$ cat config.mk
export PLATFORM = sky130hd
export DESIGN_NAME = mod_m_univ_counter
export DESIGN_NICKNAME = d
export VERILOG_FILES = /design/src/rtl/mod_m_univ_counter.sv
export SDC_FILE = /design/constraint.sdc
export NUM_CORES = 1
export LEC_CHECK = 0
export ABC_AREA = 1
export BUFFER_PORTS_ARGS = -buffer_cell sky130_fd_sc_hd__buf_2
export CORE_MARGIN = 2
export CORE_UTILIZATION = 50
export CTS_CLUSTER_DIAMETER = 30
export DETAILED_ROUTE_END_ITERATION = 10
export PLACE_DENSITY = 0.78
export SYNTH_ARGS = -nofsm -noshare
export SYNTH_HDL_FRONTEND = slang
export SYNTH_SLANG_ARGS = --single-unit
$ cat constraint.sdc
create_clock -name clk -period 1.55 [get_ports clk]
set_input_delay 0.31 -clock clk [delete_from_list [all_inputs] [get_ports clk]]
set_output_delay 0.31 -clock clk [all_outputs]
set_load 0.01 [all_outputs]
$ cat src/rtl/mod_m_univ_counter.sv
// mod_m_univ_counter: N-bit counter with modulus M, up/down direction,
// count enable, synchronous clear, clamped parallel load, terminal-count
// decodes and a registered one-cycle wrap pulse.
//
// Optional build macro MOD_M_UNIV_COUNTER_SAT_EN: when defined, the counter
// saturates at the limit of the current direction instead of wrapping, and
// wrap pulses after each blocked step.
module mod_m_univ_counter #(
    parameter int N = 8,
    parameter int M = 256
) (
    input  logic         clk,
    input  logic         reset,
    input  logic         syn_clr,
    input  logic         load,
    input  logic         en,
    input  logic         up,
    input  logic [N-1:0] d,
    output logic [N-1:0] q,
    output logic         max_tick,
    output logic         min_tick,
    output logic         wrap
);

    // Number of representable codes; used only for the legality check.
    localparam longint RANGE = longint'(1) << N;

    generate
        if (N < 2 || N > 62 || M < 2 || longint'(M) > RANGE) begin : g_bad_param
            $error("mod_m_univ_counter: illegal parameters N=%0d M=%0d", N, M);
        end
    endgenerate

    // Terminal value and unit step, sized to the counter width. The wrap
    // target is an explicit compare against Q_MAX, so M = 2**N needs no
    // reliance on natural overflow.
    localparam logic [N-1:0] Q_MAX  = N'(M - 1);
    localparam logic [N-1:0] Q_ZERO = '0;
    localparam logic [N-1:0] ONE    = N'(1);

    logic [N-1:0] q_reg;
    logic [N-1:0] q_next;
    logic         wrap_reg;
    logic         wrap_next;
    logic         at_top;
    logic         at_bot;
    logic         at_limit;
    logic [N-1:0] load_val;

    assign at_top   = (q_reg == Q_MAX);
    assign at_bot   = (q_reg == Q_ZERO);
    // Limit in the direction requested on this edge only.
    assign at_limit = up ? at_top : at_bot;
    // Out-of-range load values clamp to the top of the count range.
    assign load_val = (d > Q_MAX) ? Q_MAX : d;

    // Next-state selection: syn_clr > load > en > hold (reset handled in the register).
    always_comb begin
        q_next    = q_reg;
        wrap_next = 1'b0;
        if (syn_clr) begin
            q_next = Q_ZERO;
        end else if (load) begin
            q_next = load_val;
        end else if (en) begin
            if (at_limit) begin
                wrap_next = 1'b1;
`ifdef MOD_M_UNIV_COUNTER_SAT_EN
                q_next = q_reg;
`else
                q_next = up ? Q_ZERO : Q_MAX;
`endif
            end else begin
                q_next = up ? (q_reg + ONE) : (q_reg - ONE);
            end
        end
    end

    // Count and wrap-pulse registers with synchronous active-high reset.
    always_ff @(posedge clk) begin
        if (reset) begin
            q_reg    <= Q_ZERO;
            wrap_reg <= 1'b0;
        end else begin
            q_reg    <= q_next;
            wrap_reg <= wrap_next;
        end
    end

    assign q        = q_reg;
    assign wrap     = wrap_reg;
    assign max_tick = at_top;
    assign min_tick = at_bot;

endmodule
==> results of run 1 <==
[metal layers]
metal | track usage [%] | share of wire, %
met5 | 0 | 0
met4 | 13.5 | 4.5
met3 | 6.80 | 5.8
met2 | 40.3 | 48
met1 | 29.4 | 41
[report_power, final]
part           total (mW)  leakage, nW  switching [mW]  internal (mW)
clock               0.194       0.0150          0.0943         0.0999
combinational       0.269        0.519           0.147          0.122
sequential          0.260       0.0771          0.0179          0.242
total               0.723        0.611           0.259          0.464
[critical path: stages (launching register included)]
cell and delay, ns:
dfxtp_2 0.40, nand2_1 0.09, nor4_1 0.28, buf_2 0.18
[stage by stage]
stage,area [µm²],instances,power (mW)
floorplan,835,130,0.423
global placement,1020,176,0.500
detailed placement,1020,176,0.506
CTS,1050,180,0.700
global route,1130,185,0.770
finish,1130,185,0.723
[worst max-delay path by stage]
| stage | end | slack (ns) | startpoint |
|---|---|---|---|
| 3_3_place_gp | q[7] | -0.15 | up |
| 4_1_cts | max_tick | 0.01 | q[2] |
| 2_1_floorplan | q[7] | 0.09 | up |
| 3_5_place_dp | q[7] | -0.20 | up |
| 5_1_grt | q[7] | -0.007 | up |
| 6_report | max_tick | 0.02 | q[5] |
[area by class of cell]
| cell class | count | area share, % |
|---|---|---|
| multi-input combinational | 97 | 51.5 |
| timing repair buffer | 36 | 19.2 |
| sequential | 9 | 17.2 |
| inverter | 22 | 7.64 |
| clock buffer | 4 | 2.33 |
| tap | 16 | 1.77 |
| timing repair inverter | 1 | 0.443 |
[logic make-up after synthesis]
logic type,Yosys count,share of synthesized area (%)
and+or+nand+nor,65,34.8
buffers and inverters,24,12.1
AOI/OAI and AO/OA,22,16.9
DFF,9,21.6
adders and majority gates,7,11.4
xor gates and xnor gates,3,3.15
[repair_timing]
action                                  CTS  global route
cloned                                    0             1
gates resized for setup                   4            11
pin swaps                                 0             4
endpoints found under the setup margin    1             3
buffers inserted                          0             4
[cell usage in the layout (no fill, tap or decap)]
master and count:
o21ai_1 1, clkinvlp_4 1, buf_6 1, a22oi_1 7, nand3_1 10, nand3_2 1, clkbuf_4 3, nor2_4 2
a21oi_1 7, fa_1 1, nor2_2 2, xnor2_1 1, inv_2 1, nand2_2 1, buf_4 12, dfxtp_1 2
nor2_1 10, o21ai_2 1, buf_2 23, dfxtp_2 5, inv_1 19, nand2_1 37, clkbuf_1 1, o21ai_0 2
nor4_1 1, clkinv_1 1, a211oi_1 1, xor2_1 2, ha_1 4, or2_2 1, dfxtp_4 2, a21oi_2 3
ha_4 2, clkinvlp_2 1
==> results_dict.tcl, run 1 <==
set metrics [dict create \
    io-pin-count 25 \
    gr-usage-all-layers_pct 24.8 \
    grt_pass1_wl_mm 3.63 \
    ys_ff_latch 9 \
    hold_depth 3 \
    total_area_of_multi_input_combinational_cells_um2 582 \
    r2r_cells 8 \
    cts_inserted_buffers 3 \
    regToRegEndpoint "q[6]" \
    rows 14 \
    worstHoldEndpoint "q[1]" \
    layout-drive-gt1-share_pct 36.7 \
    required_ns 1.24 \
    die_area_um2 2010 \
    drt_pre_antenna_iters 4 \
    max_cap_violations 0 \
    drv_slew 0 \
    dp_worst_setup_slack_ns -0.195 \
    aggregate_negative_setup_slack_ns 0 \
    antenna_found_initial 0 \
    routed_wirelength_mm 2.36 \
    worstSkewPairLatency_ns 0.27 \
    area_growth_from_synthesis_to_layout_pct 35.4 \
    die_height_um 44.9 \
    gate_count_post_synth 130 \
    grt-ovfl-total 0 \
    h-tree-depth 1 \
    synth_cell_type_count 26 \
    p_leak_nw 0.611 \
    hp-start "d[1]" \
    synth_common_cells "37 x nand2_1, 20 x inv_1, 10 x nand3_1, 10 x nor2_1, 9 x dfxtp_1" \
    gpl.final_weighted_congestion 0.882 \
    synth_enable_flop_cells 0 \
    largest_register_ffs 8 \
    reg2reg_setup_slack_ns 0.12 \
    largest_net_degree_at_the_start_of_global_routing 13 \
    place_hpwl_mm 1.62 \
    synth.cell_area_um2 835 \
    yosys.area.top_type "dfxtp_1" \
    initial_utilization_pct 54.1 \
    crit_arrival_ns 1.22 \
    worst_pin_slew_ns 0.369 \
    postSynth.asyncResetShare_pct 0 \
    max-slew-margin-rel_pct 75.4 \
    fill_cell_count 119 \
    hold_ws_ns 0.352 \
    synth.yosys.seq_area_share_pct 21.6 \
    post-route-min-period_ns 1.53 \
    fraction_of_the_cycle_the_final_worst_path_needs_pct 98.6 \
    antenna_cells_inserted 0 \
    starting_drc_count_in_detailed_routing 25 \
    clock_pin_slew_on_the_worst_setup_and_hold_paths_ns 0.06 \
    yosysMostFrequentCell "nand2_1" \
    final_setup_violations 0 \
    detail_route.vias_per_cell 5.30 \
    cts.sinks 9 \
    post-route-drc-count 0 \
    synth_flop_cell "dfxtp_1" \
    core_box_area_um2 1540 \
    per_instance_average_area_after_synthesis_um2 6.42 \
    postSynthNetCount 151 \
    r2r-start "q[0]" \
    timing.fmax_ghz 0.655 \
    ys.warnings.count 0 \
    timing.setup.critical_path_class "reg2out" \
    sequential_cell_area_um2 194 \
    finalHoldViolations 0 \
    path_max_fanout 5 \
    first_global_vias 875 \
    clock_tree.root_cell "clkbuf_4" \
    io_buffers 24 \
    synthDominantCellAreaShare_pct 21.6 \
    timing.final.ws_setup_ns 0.0222 \
    pwr_density_cell_nw_per_um2 640 \
    cts-root-to-sink-buffers 2 \
    design.final.nets 191 \
    class_of_the_tightest_hold_or_removal_check "in2reg" \
    finalClockSkew_ns 0.00194 \
    netlist_top_cells_area "dfxtp_1 22%, nand2_1 17%, ha_1 9.0%, inv_1 9.0%, a22oi_1 6.3%" \
    detail_route.wl_per_cell_um 12.8 \
    critPathLaunchType "flop" \
    tritoncts "done" \
    status "completed" \
    die_w_um 44.9 \
    dr_total_vias 981 \
    cts_hold_repair.buffers 0 \
    setup.worst_path.end_class "output port" \
    worst_ir_drop_vdd_mv 0.489 \
    final_core_utilization_pct 73.3 \
    ant_nets 0 \
]
Note: power is estimated with default switching activity, not from simulation.
==> run 2, diff against run 1 <==
CORE_MARGIN = default   (was 2)
PLACE_DENSITY = 0.74   (was 0.78)
==> results_dict.tcl, run 2 (same netlist as run 1, synthesis figures left out) <==
set metrics [dict create \
    status "completed" \
    finalHoldViolations 0 \
    first_global_vias 911 \
    timing.final.ws_setup_ns 0.0402 \
    layout_common_cells "35 x nand2_1, 24 x buf_2, 19 x inv_1, 10 x nor2_1, 10 x buf_4" \
    top_usage_layer "met2" \
    die_w_um 42.9 \
    cts.sinks 9 \
    initial_utilization_pct 54.8 \
    drv_slew 0 \
    stdcell_count 183 \
    clock_pin_slew_on_the_worst_setup_and_hold_paths_ns 0.07 \
    grt_setup_unrepaired "yes" \
    globalRouteMet3Util_pct 8.51 \
    path_max_fanout 5 \
    post-route-min-period_ns 1.51 \
    aggregate_negative_setup_slack_ns 0 \
    hp-start "en" \
    detail_route.vias_per_cell 5.43 \
    design.final.nets 189 \
    largest_net_degree_at_the_start_of_global_routing 13 \
    dp_worst_setup_slack_ns -0.214 \
    grt_pass1_wl_mm 3.73 \
    gr-usage-met2_pct 47.0 \
    crit_arrival_ns 1.20 \
    rows 14 \
    setup.worst_path.end_class "output port" \
    die_area_um2 1840 \
    class_of_the_tightest_hold_or_removal_check "in2reg" \
    fill_cell_count 121 \
    p_leak_nw 0.603 \
    max-slew-margin-rel_pct 74.0 \
    die_height_um 42.9 \
    cts_inserted_buffers 3 \
    required_ns 1.24 \
    total_power_mw 0.722 \
    timing.critical_path.from "q[0]" \
    grt-ovfl-total 0 \
    post-route-drc-count 0 \
    placed_cells_incl_taps 176 \
    dr_total_vias 994 \
    ant_nets 0 \
    max_cap_violations 0 \
    io-pin-count 25 \
    timing.fmax_ghz 0.662 \
    final_common_cell "nand2_1" \
    gr-usage-all-layers_pct 26.5 \
    antenna_cells_inserted 0 \
    timing.setup.critical_path_class "reg2out" \
    pwr_density_cell_nw_per_um2 637 \
    final_setup_violations 0 \
    detail_route.wl_per_cell_um 12.9 \
    fraction_of_the_cycle_the_final_worst_path_needs_pct 97.4 \
    antenna_found_initial 0 \
    layout-drive-gt1-share_pct 38.3 \
    drt_pre_antenna_iters 4 \
    cts-root-to-sink-buffers 2 \
    clock_tree.root_cell "clkbuf_4" \
    h-tree-depth 1 \
    r2r-start "q[5]" \
    grt.met1_usage_pct 30.9 \
    starting_drc_count_in_detailed_routing 43 \
    gpl.final_weighted_congestion 0.828 \
    finalClockSkew_ns 0.00590 \
    routed_wirelength_mm 2.36 \
    cts_hold_repair.buffers 0 \
    worst_ir_drop_vdd_mv 0.379 \
    place_hpwl_mm 1.69 \
    worst_pin_slew_ns 0.390 \
    largest_register_ffs 8 \
    area_growth_from_synthesis_to_layout_pct 35.7 \
    tritoncts "done" \
    core_box_area_um2 1520 \
    critPathLaunchType "flop" \
    worstSkewPairLatency_ns 0.27 \
    io_buffers 24 \
]
[run 2: area by class of cell]
class	instances	area, µm²	share of cell area (%)
Inverter	22	86.3	7.62
Multi-Input combinational cell	97	601	53.0
Sequential cell	9	193	17.0
Timing Repair Buffer	35	206	18.2
Tap cell	16	20.0	1.77
Clock buffer	4	26.3	2.32
[run 2: worst paths after layout]
| kind | cells after the start | end | slack (ns) |
|---|---|---|---|
| max | 5 | min_tick | 0.04 |
| max reg2reg | 8 | q[7] | 0.15 |
| min | 3 | q[0] | 0.36 |
| min reg2reg | 2 | q[1] | 0.63 |
[run 2: critical path, stage by stage (launching register included)]
cell,delay [ns]
dfxtp_4,0.37
buf_4,0.14
nor2_2,0.08
nand2_2,0.07
nor2_4,0.12
buf_2,0.15
[run 2: power breakdown]
group          switching (mW)  internal (mW)  total [mW]
Sequential             0.0183          0.242       0.260
Clock                  0.0906         0.0996       0.190
Combinational           0.151          0.120       0.271
Total                   0.260          0.462       0.722
[run 2: per-layer routing]
metal / share of wire [%] / routed length, µm
met3: 6.4 / 152
met1: 42 / 990
met5: 0 / 0
met2: 50 / 1180
met4: 1.4 / 33
[run 2: metrics by stage]
step / hold WS, ns / utilization, % / instance area, µm²
finish: 0.360 / 74.3 / 1130
global placement: 0.623 / 66.7 / 1020
floorplan: 0.454 / - / 835
CTS: 0.350 / 68.7 / 1050
global route: 0.387 / 74.3 / 1130
detailed placement: 0.625 / 66.7 / 1020
[run 2: repair_timing]
action | in CTS | in global routing
setup buffers | 0 | 3
pin swaps | 0 | 2
resized for setup | 4 | 16
endpoints found under the setup margin | 1 | 4
==> run 3, diff against run 2 <==
BUFFER_PORTS_ARGS = -buffer_cell sky130_fd_sc_hd__buf_4   (was -buffer_cell sky130_fd_sc_hd__buf_2)
==> results_dict.tcl, run 3 (same netlist as run 1, synthesis figures left out) <==
set metrics [dict create \
    finalClockSkew_ns 0.00533 \
    grt_setup_unrepaired "yes" \
    comb_power_share_pct 37.2 \
    drt_pre_antenna_iters 4 \
    layout-drive-gt1-share_pct 32.9 \
    cts.sinks 9 \
    dp_worst_setup_slack_ns -0.179 \
    final_core_utilization_pct 73.9 \
    fill_cell_count 137 \
    worst_pin_slew_ns 0.397 \
    status "completed" \
    reg2reg_setup_slack_ns 0.13 \
    die_height_um 42.9 \
    max_cap_violations 0 \
    p_int_mw 0.467 \
    timing.fmax_ghz 0.664 \
    post-route-min-period_ns 1.51 \
    routed_wirelength_mm 2.24 \
    finished_cell_area_um2 1130 \
    detail_route.vias_per_cell 5.27 \
    die_w_um 42.9 \
    rows 14 \
    p_seq_share_pct 36.2 \
    detail_route.wl_per_cell_um 12.5 \
    die_area_um2 1840 \
    gr-usage-all-layers_pct 27.7 \
    timing.final.ws_setup_ns 0.0436 \
    finalHoldViolations 0 \
    first_global_vias 900 \
    setup.worst_path.end_class "output port" \
    final_setup_violations 0 \
    grt_pass1_wl_mm 3.80 \
    gpl.final_weighted_congestion 0.839 \
    drv_slew 0 \
    ant_nets 0 \
    place_hpwl_mm 1.71 \
    initial_utilization_pct 54.8 \
    p_leak_nw 0.601 \
    area_growth_from_synthesis_to_layout_pct 34.9 \
    antenna_found_initial 0 \
    largest_net_degree_at_the_start_of_global_routing 13 \
    dr_total_vias 949 \
    aggregate_negative_setup_slack_ns 0 \
    class_of_the_tightest_hold_or_removal_check "in2reg" \
    io_buffers 24 \
    cts_inserted_buffers 3 \
    cts-root-to-sink-buffers 2 \
    largest_register_ffs 8 \
    switching_power_mw 0.249 \
    clock_pin_slew_on_the_worst_setup_and_hold_paths_ns 0.06 \
    fraction_of_the_cycle_the_final_worst_path_needs_pct 97.2 \
    tritoncts "done" \
    pwr_density_cell_nw_per_um2 636 \
    final_common_cell "nand2_1" \
    crit_arrival_ns 1.20 \
    core_box_area_um2 1520 \
    required_ns 1.24 \
    total_power_mw 0.717 \
    worst_ir_drop_vdd_mv 0.523 \
    antenna_cells_inserted 0 \
    design.final.nets 186 \
    power.switching_fraction_pct 34.8 \
    timing.setup.critical_path_class "reg2out" \
    worstSkewPairLatency_ns 0.27 \
    path_max_fanout 7 \
    critPathLaunchType "flop" \
    max-slew-margin-rel_pct 73.5 \
    layout_common_cells "37 x nand2_1, 32 x buf_4, 19 x inv_1, 10 x nor2_1, 10 x nand3_1" \
    post-route-drc-count 0 \
    starting_drc_count_in_detailed_routing 27 \
    placed_instance_area_um2 1080 \
    grt-ovfl-total 0 \
    power_frac_clock_pct 26.7 \
    h-tree-depth 1 \
    clock_tree.root_cell "clkbuf_4" \
    io-pin-count 25 \
]
[run 3: final cells by class]
cell class | instances | area [µm²] | share of cell area (%)
clock buffers | 4 | 26.3 | 2.33
multi-input cells | 97 | 562 | 49.9
repair buffers | 32 | 240 | 21.3
inverters | 22 | 86.3 | 7.67
well taps | 16 | 20.0 | 1.78
flip-flops and latches | 9 | 191 | 17.0
[run 3: what timing repair did]
action                                  CTS  global route
endpoints found under the setup margin    1             3
buffers inserted                          0             0
hold endpoints to repair                  0             0
resized for setup                         5             5
cloned                                    0             0
hold buffers                              0             0
pin swaps                                 0             1
[run 3: power by group through the flow]
stage / registers [mW] / clock network, mW / logic (mW)
2_1_floorplan: 0.266 / 0 / 0.158
3_3_place_gp: 0.264 / 0 / 0.256
3_5_place_dp: 0.264 / 0 / 0.262
4_1_cts: 0.259 / 0.199 / 0.264
5_1_grt: 0.261 / 0.209 / 0.298
6_report: 0.259 / 0.191 / 0.266
[run 3: through the flow]
stage	hold slack [ns]	std cells
3_3_place_gp	0.581	176
3_5_place_dp	0.620	176
4_1_cts	0.360	180
6_report	0.365	180
5_1_grt	0.397	180
2_1_floorplan	0.454	130
[run 3: worst max-delay path, cell delays in order (launching register included)]
cell,delay (ns)
dfxtp_4,0.40
nand2_1,0.09
nor4_2,0.26
buf_4,0.16
[run 3: routing by layer]
layer | wire length (µm) | part of all wire [%] | global-route usage, %
met2 | 1160 | 52 | 51.2
met4 | 16 | 0.71 | 6.25
met3 | 110 | 4.9 | 7.66
met5 | 0 | 0 | 0
met1 | 958 | 43 | 31.0
[run 3: worst paths after layout]
check,startpoint,end,cells after the start
hold / removal,en,q[0],3
setup / recovery,q[0],max_tick,3
setup reg to reg,q[4],q[7],8
hold reg to reg,q[0],q[0],2
